===== config.mk =====
export PLATFORM = sky130hd
export DESIGN_NAME = heavyhash_matrix_gen
export DESIGN_NICKNAME = d
export VERILOG_FILES = /design/src/rtl/heavyhash_matrix_gen.sv
export SDC_FILE = /design/constraint.sdc
export NUM_CORES = 1
export LEC_CHECK = 0
export CORE_ASPECT_RATIO = 1.75
export CORE_UTILIZATION = 25
export CTS_CLUSTER_SIZE = 10
export DETAILED_ROUTE_END_ITERATION = 7
export SLEW_MARGIN = 15
export SYNTH_ARGS = -nofsm -noshare
export SYNTH_HDL_FRONTEND = slang
export SYNTH_SLANG_ARGS = --single-unit

===== constraint.sdc =====
create_clock -name clk -period 7.7 [get_ports clk]
set_input_delay 2.31 -clock clk [delete_from_list [all_inputs] [get_ports clk]]
set_output_delay 2.31 -clock clk [all_outputs]
set_load 0.1 [all_outputs]

===== src/rtl/heavyhash_matrix_gen.sv =====
// Expands a 256-bit seed into the 64x64 4-bit heavyhash matrix with xoshiro256++,
// streaming 256 packed 64-bit words into the M_fifo under m_full backpressure.
module heavyhash_matrix_gen #(
  parameter int unsigned WORDS = 256,
  parameter int unsigned CNT_W = 9
) (
  input  logic         clk,
  input  logic         rst_n,
  input  logic [255:0] seed,
  input  logic         seed_valid,
  output logic         seed_ready,
  input  logic         abort,
  input  logic         m_full,
  output logic         m_we,
  output logic [63:0]  m_wdata,
  output logic         busy,
  output logic         done,
  output logic         seed_err
);

  typedef enum logic [1:0] {IDLE, GEN, FINISH} state_t;

  state_t             state_q, state_d;
  logic [63:0]        s0_q, s0_d, s1_q, s1_d, s2_q, s2_d, s3_q, s3_d;
  logic [CNT_W-1:0]   cnt_q, cnt_d;
  logic               seed_ready_q, seed_ready_d;
  logic               m_we_q, m_we_d;
  logic [63:0]        m_wdata_q, m_wdata_d;
  logic               busy_q, busy_d;
  logic               done_q, done_d;
  logic               seed_err_q, seed_err_d;

  logic [63:0]        out_word;
  logic [63:0]        t, x2, x3, n0, n1, n2, n3;

  function automatic logic [63:0] rotl64(input logic [63:0] x, input int unsigned n);
    return (x << n) | (x >> (64 - n));
  endfunction

  // One full xoshiro256++ step; x2/x3 are the intermediate values of the in-place update.
  always_comb begin
    out_word = rotl64(s0_q + s3_q, 23) + s0_q;
    t  = s1_q << 17;
    x2 = s2_q ^ s0_q;
    x3 = s3_q ^ s1_q;
    n1 = s1_q ^ x2;
    n0 = s0_q ^ x3;
    n2 = x2 ^ t;
    n3 = rotl64(x3, 45);
  end

  always_comb begin
    state_d    = state_q;
    s0_d       = s0_q;
    s1_d       = s1_q;
    s2_d       = s2_q;
    s3_d       = s3_q;
    cnt_d      = cnt_q;
    m_we_d     = 1'b0;
    m_wdata_d  = m_wdata_q;
    done_d     = 1'b0;
    seed_err_d = seed_err_q;

    if (abort) begin
      state_d = IDLE;
      cnt_d   = '0;
    end else begin
      unique case (state_q)
        IDLE: begin
          if (seed_valid) begin
            s0_d       = seed[63:0];
            s1_d       = seed[127:64];
            s2_d       = seed[191:128];
            s3_d       = seed[255:192];
            cnt_d      = '0;
            seed_err_d = 1'b0;
            if (seed == '0) begin
              seed_err_d = 1'b1;
              done_d     = 1'b1;
            end else begin
              state_d = GEN;
            end
          end
        end
        GEN: begin
          if (!m_full) begin
            m_we_d    = 1'b1;
            m_wdata_d = out_word;
            s0_d      = n0;
            s1_d      = n1;
            s2_d      = n2;
            s3_d      = n3;
            if (cnt_q == CNT_W'(WORDS - 1)) begin
              state_d = FINISH;
              cnt_d   = '0;
            end else begin
              cnt_d = cnt_q + CNT_W'(1);
            end
          end
        end
        FINISH: begin
          state_d = IDLE;
          done_d  = 1'b1;
        end
        default: state_d = IDLE;
      endcase
    end

    // Handshake/status flags are registered from the next state so they line up with it.
    busy_d       = (state_d != IDLE);
    seed_ready_d = (state_d == IDLE);
  end

  always_ff @(posedge clk or negedge rst_n) begin
    if (!rst_n) begin
      state_q      <= IDLE;
      s0_q         <= '0;
      s1_q         <= '0;
      s2_q         <= '0;
      s3_q         <= '0;
      cnt_q        <= '0;
      seed_ready_q <= 1'b1;
      m_we_q       <= 1'b0;
      m_wdata_q    <= '0;
      busy_q       <= 1'b0;
      done_q       <= 1'b0;
      seed_err_q   <= 1'b0;
    end else begin
      state_q      <= state_d;
      s0_q         <= s0_d;
      s1_q         <= s1_d;
      s2_q         <= s2_d;
      s3_q         <= s3_d;
      cnt_q        <= cnt_d;
      seed_ready_q <= seed_ready_d;
      m_we_q       <= m_we_d;
      m_wdata_q    <= m_wdata_d;
      busy_q       <= busy_d;
      done_q       <= done_d;
      seed_err_q   <= seed_err_d;
    end
  end

  assign seed_ready = seed_ready_q;
  assign m_we       = m_we_q;
  assign m_wdata    = m_wdata_q;
  assign busy       = busy_q;
  assign done       = done_q;
  assign seed_err   = seed_err_q;

endmodule


==> flow_metrics.env <==
export IMPL_synth_top_area_share_pct=33.5
export IMPL_ys_ff_latch=336
export IMPL_dieArea_um2=102000
export IMPL_drtIter0Drc=2238
export IMPL_whs_path_depth=2
export IMPL_cts_tree="built"
export IMPL_rr_worst_depth=22
export IMPL_p_leak_nw=12.6
export IMPL_syn_avg_cell_area_um2=7.95
export IMPL_power_density_nw_per_um2=492
export IMPL_cts_root_buf="clkbuf_16"
export IMPL_async_reset_ff_share_pct=100
export IMPL_insertion_delay_ps=630
export IMPL_post_route_drc_count=0
export IMPL_setup_viol=0
export IMPL_cts_sinks=336
export IMPL_syn_inst=3150
export IMPL_ir_drop_mv=0.186
export IMPL_rsz0062_at_grt="false"
export IMPL_setup_tns_ps=0
export IMPL_worstReg2RegStart="s0_q[1]"
export IMPL_io_pins=330
export IMPL_syn_to_final_growth_pct=22.9
export IMPL_netlist_area_um2=25000
export IMPL_hold_end="m_wdata[61]"
export IMPL_yosysSeqAreaShare_pct=33.6
export IMPL_wl_per_cell_um=28.5
export IMPL_met2_length_mm=62.8
export IMPL_cts_htree_levels=2
export IMPL_cp_max_fo=7
export IMPL_drv_slew=0
export IMPL_synthTopCellsByArea="dfrtp_1, a21oi_1, xnor2_1"
export IMPL_finalNetCount=3762
export IMPL_cp_required_ps=8190
export IMPL_antenna_found_initial=5
export IMPL_post_cts_resized=0
export IMPL_drive_above_1_share_pct=4.26
export IMPL_min_period_over_period_pct=97.1
export IMPL_yosys_area_top_type="dfrtp_1"
export IMPL_reg2reg_to="m_wdata[58]"
export IMPL_fin_util_pct=31.0
export IMPL_port_buffers=329
export IMPL_slew_headroom_pct=15.2
export IMPL_synthDistinctLibCells=93
export IMPL_worst_setup_path_start_kind="register"
export IMPL_yosysWarningCount=0
export IMPL_layout_min_cycle_time_ps=7470
export IMPL_worst_hold_startpoint="m_wdata[61]"
export IMPL_wl_met1_mm=49.1
export IMPL_grt_max_degree=213
export IMPL_grt_pass1_wl_mm=187
export IMPL_p_total_mw=15.1
export IMPL_wl_met3_mm=8.40
export IMPL_vias=26100
export IMPL_grtUsageTotal_pct=26.0
export IMPL_end_kind="register"
export IMPL_clock_skew_ps=40.7
export IMPL_die_height_um=421
export IMPL_clkTransAtPathRegs_ps=60
export IMPL_arrival_ps=7970
export IMPL_first_pass_iters=8
export IMPL_syn_nets=3541
export IMPL_gp_congestion=1.04
export IMPL_clockBufferDepth=3
export IMPL_dp_slack_ps=383
export IMPL_routed_via_density=5.54
export IMPL_ant_nets=0
export IMPL_fp_dieW_um=241
export IMPL_max_stage_delay_ps=770
export IMPL_dp_hpwl_mm=110
export IMPL_fmax_mhz=134
export IMPL_cts_hold_buffers=0
export IMPL_worstPathCellList="inv_1, fa_1, nand2b_1, a21o_1, a211o_1, a21bo_2, o21ai_0, o21ai_0, o21ai_0, a21oi_1, xnor2_1, ha_1, a21oi_1, o21ai_0, a21oi_1, o211ai_1, a31oi_1, o21ai_2, a31oi_2, o21a_1, o21ai_0, a221o_1"
export IMPL_hold_violations=0
export IMPL_core_area_um2=99400
export IMPL_drt_total_wl_mm=134
export IMPL_critPathKind="reg -> reg"
export IMPL_finalWorstSetupSlack_ps=225
export IMPL_crit_slowest_cell="xnor2_1"
export IMPL_regToRegSetupSlack_ps=230
export IMPL_grt_overflow=0
export IMPL_tightest_slew_ps=1260
export IMPL_dominantRegCellSynth="dfrtp_1"
export IMPL_start_util_pct=25.2
export IMPL_top_layer="met5"
export IMPL_status="complete, no violations"
export IMPL_cts_buffers=40
export IMPL_cp_common_cell="o21ai_0"
export IMPL_post_cts_buffers=0
export IMPL_cap_viol_max_count=0
export IMPL_fp_row_count=153
export IMPL_synth_edf_count=0
export IMPL_hold_class="reg -> reg"
export IMPL_grt_pass1_vias=25300
-- layout make-up --
type                            count  area, um^2
Fill cell                       10500       68600
Inverter                          153         574
Sequential cell                   336        8410
Antenna cell                        3        7.51
Clock buffer                       49        1050
Timing Repair Buffer              365        3660
Tap cell                         1317        1650
Clock inverter                      5        55.1
Multi-Input combinational cell   2475       15400
-- routing by layer --
metal / track usage (%) / vias to the layer above
met5: 0 / -
met4: 22.5 / 4
met3: 4.15 / 407
met2: 43.3 / 1182
met1: 28.7 / 12600
li1: - / 11800
-- cells in the final DEF, fill, tap and decap left out, types with 73 or more instances in the layout --
cell type and instances:
nand2_1 271, inv_1 152, a21oi_1 409, xnor2_1 201, a21o_1 73, ha_1 128
nor3_1 130, xor2_1 90, clkdlybuf4s50_1 328, nor2_1 259, o21ai_0 269, dfrtp_1 335
o22ai_1 128
-- kinds of logic (layout without fill, tap and decap cells) --
logic type	count (synthesis)	count (layout)	synth area share, %
AO/OA/AOI/OAI	1150	1150	27.7
AND/OR/NAND/NOR	898	898	16.5
buffers and inverters	339	572	5.29
flip-flops	336	336	33.6
XOR/XNOR	291	291	10.2
adder cells (fa/ha/maj)	130	130	6.55
multiplexers	6	6	0.255
other	0	3	0
-- synth_stat cells (all sizes together), types with 6 or more instances --
master,number
nor4,72
o21bai,24
a41oi,6
nor2,260
a21o,77
ha,128
nand2b,11
clkbuf,162
a211oi,18
nand2,273
o21a,14
nor3,131
a31oi,22
o211ai,9
nand3,40
o22ai,128
or2,7
xnor2,201
nor2b,13
o31ai,62
or3,9
and3,13
and2,11
inv,152
a22oi,48
a21boi,7
a21oi,410
o221ai,8
o21ai,277
xor2,90
dfrtp,335
buf,22
nand4,45
-- how the worst max path moves through the flow --
| stage | startpoint | end | slack (ps) | depth (start not counted) |
|---|---|---|---|---|
| 4_1_cts | s0_q[1] | m_wdata[58] | 350 | 22 |
| 6_report | s0_q[1] | m_wdata[58] | 230 | 22 |
| 3_3_place_gp | s0_q[1] | m_wdata[20] | 300 | 22 |
| 3_5_place_dp | s0_q[1] | m_wdata[58] | 380 | 22 |
| 5_1_grt | s0_q[1] | m_wdata[59] | 140 | 22 |
| 2_1_floorplan | s0_q[0] | m_wdata[58] | 2680 | 22 |
-- report_power, final --
part / leakage [nW] / internal [mW] / total, mW / switching [mW]
Sequential: 4.13 / 2.27 / 3.13 / 0.863
Clock: 0.545 / 0.962 / 1.81 / 0.845
Combinational: 7.93 / 3.28 / 10.2 / 6.92
-- critical path, delay by kind of cell (launching register included) --
family / cells / cell delay (ps)
buf+inv: 1 / 190
fa+ha+maj: 2 / 1040
compound gates: 17 / 4660
simple gates: 1 / 180
xor+xnor: 1 / 770
flops: 1 / 510
-- state kept, by name (all words and copies together), names as in the netlist, 2 cells and up --
register	count
s0_q	64
s1_q	64
s3_q	64
m_wdata	64
state_q	2
cnt_q	9
s2_q	64
-- stage by stage --
step	cell area (um^2)	instances	hold slack, ps
6_report	30800	4703	476
2_1_floorplan	25000	3150	446
5_1_grt	30800	4700	505
4_1_cts	30800	4700	481
3_3_place_gp	29600	4644	454
3_5_place_dp	29700	4646	468
(Power assumes the default switching activity.)
